[config.mk]
export PLATFORM = sky130hd
export DESIGN_NAME = row_clear_engine
export DESIGN_NICKNAME = d
export VERILOG_FILES = /design/src/rtl/row_clear_engine.sv
export SDC_FILE = /design/constraint.sdc
export NUM_CORES = 1
export LEC_CHECK = 0
export CORE_AREA = 5 5 198 200
export CTS_CLUSTER_SIZE = 12
export DETAILED_ROUTE_END_ITERATION = 10
export DIE_AREA = 0 0 203 205
export GPL_TIMING_DRIVEN = 0
export PLACE_DENSITY = 0.78
export RECOVER_POWER = 50
export SKIP_LAST_GASP = 1
export SLEW_MARGIN = 20
export SYNTH_ARGS = -nofsm -noshare
export SYNTH_HDL_FRONTEND = slang
export SYNTH_SLANG_ARGS = --single-unit
[constraint.sdc]
create_clock -name Clk -period 4.6 [get_ports Clk]
set_clock_uncertainty 0.2 [all_clocks]
set_input_delay 1.15 -clock Clk [delete_from_list [all_inputs] [get_ports Clk]]
set_output_delay 1.15 -clock Clk [all_outputs]
set_load 0.01 [all_outputs]
[src/rtl/row_clear_engine.sv]
// rtl/row_clear_engine.sv - bottom-up full-row detector and collapser for the playfield board
// Optional macro ROW_SCORE_EN adds a saturating 16-bit Score accumulator.
module row_clear_engine #(
  parameter int BLOCKS_WIDE = 14,
  parameter int BLOCKS_HIGH = 18,
  parameter int ROW_W       = 5,
  parameter int CNT_W       = 5
) (
  input  logic                               Clk,
  input  logic                               Rst_n,
  input  logic                               Pause,
  input  logic                               Start,
  input  logic [BLOCKS_WIDE*BLOCKS_HIGH-1:0] Game_in,
  output logic [BLOCKS_WIDE*BLOCKS_HIGH-1:0] Game_out,
  output logic [ROW_W-1:0]                   Row,
  output logic                               Busy,
  output logic                               Done,
`ifdef ROW_SCORE_EN
  output logic [15:0]                        Score,
`endif
  output logic [CNT_W-1:0]                   Lines_cleared
);

  localparam int BW = BLOCKS_WIDE * BLOCKS_HIGH;

  typedef enum logic [1:0] {IDLE = 2'd0, SCAN = 2'd1, SHIFT = 2'd2, DONE = 2'd3} state_t;

  state_t           state_q, state_d;
  logic [BW-1:0]    board_q, board_d;
  logic [ROW_W-1:0] row_q, row_d;
  logic [CNT_W-1:0] lines_q, lines_d;
  logic             busy_q, busy_d;
  logic             done_q, done_d;
  logic             row_full;

  always_comb begin
    row_full = &board_q[int'(row_q)*BLOCKS_WIDE +: BLOCKS_WIDE];
    state_d  = state_q;
    board_d  = board_q;
    row_d    = row_q;
    lines_d  = lines_q;
    if (!Pause) begin
      case (state_q)
        IDLE: begin
          if (Start) begin
            board_d = Game_in;
            row_d   = ROW_W'(BLOCKS_HIGH - 1);
            lines_d = '0;
            state_d = SCAN;
          end
        end
        SCAN: begin
          if (row_full)          state_d = SHIFT;
          else if (row_q == '0)  state_d = DONE;
          else                   row_d   = row_q - ROW_W'(1);
        end
        SHIFT: begin
          // Everything at or above the full row drops by one; top row refills empty.
          board_d[0 +: BLOCKS_WIDE] = '0;
          for (int r = 1; r < BLOCKS_HIGH; r++) begin
            if (r <= int'(row_q))
              board_d[r*BLOCKS_WIDE +: BLOCKS_WIDE] = board_q[(r-1)*BLOCKS_WIDE +: BLOCKS_WIDE];
          end
          lines_d = lines_q + CNT_W'(1);
          state_d = SCAN;
        end
        default: state_d = IDLE;
      endcase
    end
    busy_d = (state_d == SCAN) || (state_d == SHIFT);
    done_d = (state_d == DONE);
  end

  always_ff @(posedge Clk or negedge Rst_n) begin
    if (!Rst_n) begin
      state_q <= IDLE;
      board_q <= '0;
      row_q   <= '0;
      lines_q <= '0;
      busy_q  <= 1'b0;
      done_q  <= 1'b0;
    end else begin
      state_q <= state_d;
      board_q <= board_d;
      row_q   <= row_d;
      lines_q <= lines_d;
      busy_q  <= busy_d;
      done_q  <= done_d;
    end
  end

  assign Game_out      = board_q;
  assign Row           = row_q;
  assign Busy          = busy_q;
  assign Done          = done_q;
  assign Lines_cleared = lines_q;

`ifdef ROW_SCORE_EN
  logic [15:0] score_q, score_d;
  logic [15:0] bonus;
  logic [16:0] score_sum;

  always_comb begin
    if (lines_q >= CNT_W'(4))      bonus = 16'd8;
    else if (lines_q == CNT_W'(3)) bonus = 16'd5;
    else if (lines_q == CNT_W'(2)) bonus = 16'd3;
    else if (lines_q == CNT_W'(1)) bonus = 16'd1;
    else                           bonus = 16'd0;
    score_sum = {1'b0, score_q} + {1'b0, bonus};
    score_d   = score_q;
    if (!Pause && state_q == DONE)
      score_d = score_sum[16] ? 16'hFFFF : score_sum[15:0];
  end

  always_ff @(posedge Clk or negedge Rst_n) begin
    if (!Rst_n) score_q <= '0;
    else        score_q <= score_d;
  end

  assign Score = score_q;
`endif

endmodule

==> impl_summary.log <==
INFO  metric crit_path_frequent_cell = sky130_fd_sc_hd__clkbuf_1
INFO  metric synth_warnings = 0
INFO  metric floorplan.io_pins = 520
INFO  metric area_fraction_of_the_dominant_cell_type_after_synthesis = 46.5%
INFO  metric post-dp-hpwl = 62.8 mm
INFO  metric routedLengthMet1 = 30.5 mm
INFO  metric finalWirelength = 80.3 mm
INFO  metric first_iter_violations = 1927
INFO  metric kind_of_capture_point_of_the_worst_setup_path = flip-flop
INFO  metric ys_types = 73
INFO  metric grt_pass1_wl = 114 mm
INFO  metric final_critical_path_setup_slack = 0.111 ns
INFO  metric critical_path_start = Pause
INFO  metric synth-async-reset-ratio = 100%
INFO  metric postRouteAntennaNets = 0
INFO  metric route.vias.total = 16314
INFO  metric cellInternalPower = 8880 µW
INFO  metric sequentialPowerShare = 33.2%
INFO  metric grt_setup_unrepaired = false
INFO  metric required = 4.80 ns
INFO  metric met2WireLength = ~37 mm
INFO  metric cpLargestDelayFamily = buffers and inverters
INFO  metric finalWorstPathRequiredPeriod = 4.49 ns
INFO  metric timing.critical_path.arrival = 4.69 ns
INFO  metric cts_max_path_buffers = 3
INFO  metric worstPathBufferInverterCount = 4
INFO  metric achievable_clock_frequency = 223 MHz
INFO  metric pwr-share-clk = between 15 and 20%
INFO  metric yosysSeqAreaShare = 46.5%
INFO  metric critical_path.max_stage_delay = approximately 0.93 ns
INFO  metric cts_made_buffers = 31
INFO  metric total_power_consumption = 16300 µW
INFO  metric cts.root.buffer_cell = sky130_fd_sc_hd__clkbuf_16
INFO  metric library_cell_occupying_the_most_area_in_the_post_synthesis_netlist = sky130_fd_sc_hd__dfrtp_1
INFO  metric tritoncts = built
INFO  metric outcome = finished, violations left
INFO  metric first_global_vias = 16228
INFO  metric clk_transition_reported_paths = around 0.060 ns
INFO  metric layout-drive-gt1-share = 6.33%
INFO  metric synth_area_leaders = sky130_fd_sc_hd__dfrtp_1 46%, sky130_fd_sc_hd__nand2_1 13%, sky130_fd_sc_hd__a31oi_1 9.8%, sky130_fd_sc_hd__nor2_1 6.4%, sky130_fd_sc_hd__mux4_2 4.4%
INFO  metric synth_top_flop_cell = sky130_fd_sc_hd__dfrtp_1
INFO  metric tightestPinTransition = 3.29 ns
INFO  metric regArea = ~6700 µm²
INFO  metric violated_checks = capacitance limit, slew limit
INFO  metric detail_route.first_pass.iterations = 6
INFO  metric power_density = 768 nW/µm²
INFO  metric finalSetupViolCount = 0
INFO  metric floorplan.initialDensity = 38.5%
INFO  metric synth_edf_count = 0
INFO  metric synth-seq-cells = 266
INFO  metric power.share.switching = 45.6%
INFO  metric share_comb_of_total_power = between 50% and 60%
INFO  metric detailed_place.area = 20200 µm²
INFO  metric worst_setup_path_start_kind = input pin
INFO  metric tritoncts_num_sinks = between 200 and 300
INFO  metric die_area = 41600 µm²
INFO  metric grt_overflow = 0
INFO  metric regToRegStartpoint = Row[1]
INFO  metric switching_power = 7450 µW
INFO  metric std_cell_rows = 71
INFO  metric track_usage = 37.2%
INFO  metric cts_setup_buffers = 0
INFO  metric route.top_layer_used = met5
INFO  metric ordered_list_of_cells_on_the_worst_path = clkdlybuf4s50_1 -> nor2_1 -> o21ai_0 -> clkbuf_1 -> buf_1 -> a21oi_1 -> clkbuf_1 -> a31oi_1
INFO  metric total_count_of_hold_check_failures_in_the_final_report = 0
INFO  metric largest_net_degree_at_the_start_of_global_routing = 98
INFO  metric die_h = 205 µm
INFO  metric synth_top_cells_by_count = 501 x sky130_fd_sc_hd__nand2_1, 266 x sky130_fd_sc_hd__dfrtp_1, 245 x sky130_fd_sc_hd__nor2_1, 225 x sky130_fd_sc_hd__a31oi_1, 98 x sky130_fd_sc_hd__clkbuf_1
INFO  metric final_net_count = 2451
INFO  metric worst_skew_pair_later_pin_latency = 0.58 ns
INFO  metric count_of_hold_fix_buffers_inserted_at_cts = 0
INFO  metric worst_min_delay_path_category = reg -> reg
INFO  metric port-buffer-count = a little over 500
INFO  metric power.leakage = 0.00867 µW
INFO  metric synth_most_common_cell = sky130_fd_sc_hd__nand2_1
INFO  metric timing.final.crit_share = 97.6%
INFO  metric design.core.area = 37200 µm²
INFO  metric htreeDepth = 1
INFO  metric syn-num-nets = 1896
INFO  metric synthesis.area_per_instance = approximately 9 µm²
INFO  metric post_cts_repair_resize_count = 0
INFO  metric grt_antenna_before_repair = 7
INFO  metric drt_drc_violations_left = 0
INFO  metric relSlewSlack = -119%
INFO  metric total_length_of_routed_met3_wires = 8.63 mm
INFO  metric stdcell_area = 21300 µm²
INFO  metric gpl.final_weighted_congestion = 0.992
INFO  metric post_synth_instance_area = 14300 µm²
INFO  metric crit_path_max_fanout = 10
INFO  metric die_width = 203 µm
INFO  metric cpMaxStageDelayCell = sky130_fd_sc_hd__a21oi_1
INFO  metric place_ws = -0.218 ns
INFO  metric synthToLayoutAreaGrowth = 48.5%
INFO  metric postSynthCellCount = 1633
INFO  metric max_cap_viol_count = 1
INFO  metric drt-wirelength-per-cell = 29.8 µm
INFO  metric critical_path_type = in -> reg
INFO  metric power.ir.vdd_worst = 0.402 mV
INFO  metric worst_hold_path_startpoint = Lines_cleared[4]
INFO  metric report.final.slew_viol_count = 57
INFO  metric via_per_inst = 6.06
INFO  metric multi_input_comb_area = 6970 µm²
INFO  metric n_fill_cell = 3411
==> metal layers <==
metal	global-route usage, %	vias up
li1	-	6851
met3	8.01	237
met2	59.3	1260
met4	16.2	4
met1	49.1	7962
met5	0	-
==> metrics by stage <==
step / std cells / utilization [%] / hold slack, ns / TNS (ns)
after global placement: 2626 / 54.0 / 0.319 / -2556.63
after global routing: 2692 / 57.1 / 0.388 / 0
final: 2692 / 57.1 / 0.336 / 0
after CTS: 2687 / 57.1 / 0.304 / 0
after floorplan: 1633 / - / 0.345 / 0
after detailed placement: 2629 / 54.3 / 0.325 / -5.58
==> registers in the layout (all words and copies together), names as in the netlist <==
| register | cells |
|---|---|
| Game_out | 252 |
| Done | 1 |
| Busy | 1 |
| state_q | 2 |
| Row | 5 |
| Lines_cleared | 5 |
==> layout make-up <==
cell class / instances / area share, %
multi-input combinational: 1232 / 32.8
sequential: 266 / 31.3
timing repair buffer: 522 / 24.8
clock buffer: 45 / 4.32
buffer: 129 / 3.20
tap: 474 / 2.79
clock inverter: 13 / 0.718
inverter: 6 / 0.106
antenna: 5 / 0.0588
==> layout by cell type, fill, tap and decap left out, drive strengths merged, types with 3 or more instances in the layout <==
| cell | instances |
|---|---|
| nand2 | 501 |
| clkdlybuf4s50 | 389 |
| dfrtp | 266 |
| nor2 | 246 |
| a31oi | 225 |
| clkbuf | 156 |
| dlygate4sd3 | 129 |
| mux4 | 43 |
| a21oi | 27 |
| mux2i | 27 |
| o21ai | 26 |
| buf | 21 |
| a22o | 18 |
| mux2 | 14 |
| clkinv | 8 |
| ha | 7 |
| nor3 | 7 |
| a22oi | 6 |
| nand3 | 6 |
| inv | 6 |
| diode | 5 |
| and2 | 5 |
| a221oi | 5 |
| and3 | 5 |
| nor3b | 4 |
| xor2 | 4 |
| a222oi | 3 |
| nor2b | 3 |
| a32oi | 3 |
| o211ai | 3 |
| bufinv | 3 |
| o31ai | 3 |
==> logic make-up after synthesis <==
kind of cell / Yosys count / synth area share (%)
buf+inv: 135 / 4.90
compound gates: 343 / 15.8
fa+ha+maj: 7 / 0.611
flops: 266 / 46.5
mux: 84 / 10.1
xor+xnor: 5 / 0.306
simple gates: 793 / 21.8
==> worst reg2reg max path: stages (launching register included) <==
cell,delay [ns]
sky130_fd_sc_hd__dfrtp_1,0.54
sky130_fd_sc_hd__clkbuf_8,0.25
sky130_fd_sc_hd__clkbuf_8,0.22
sky130_fd_sc_hd__buf_2,0.45
sky130_fd_sc_hd__buf_2,0.42
sky130_fd_sc_hd__nand3_1,0.16
sky130_fd_sc_hd__o311ai_1,0.21
sky130_fd_sc_hd__a21oi_1,0.16
sky130_fd_sc_hd__a2111oi_2,0.28
sky130_fd_sc_hd__o2111ai_2,0.31
sky130_fd_sc_hd__o31ai_4,0.39
sky130_fd_sc_hd__a21boi_0,0.33
sky130_fd_sc_hd__ha_1,0.29
==> path summary, 6_finish.rpt <==
kind,end,slack (ns),cells past startpoint
setup reg to reg,Busy,0.26,12
setup / recovery,Game_out[21],0.11,8
hold reg to reg,Lines_cleared[4],0.34,2
hold / removal,Lines_cleared[4],0.34,2
min in group asynchronous,Game_out[87],1.46,1
max in group asynchronous,Game_out[163],0.74,3
==> power by group through the flow <==
stage	clock network (µW)	logic (µW)	registers, µW
floorplan	0	3550	4940
global placement	0	8220	5320
detailed placement	0	8350	5340
CTS	2620	8390	5320
global route	2710	8690	5460
finish	2620	8290	5420
Power figures use the tool's default switching activity.
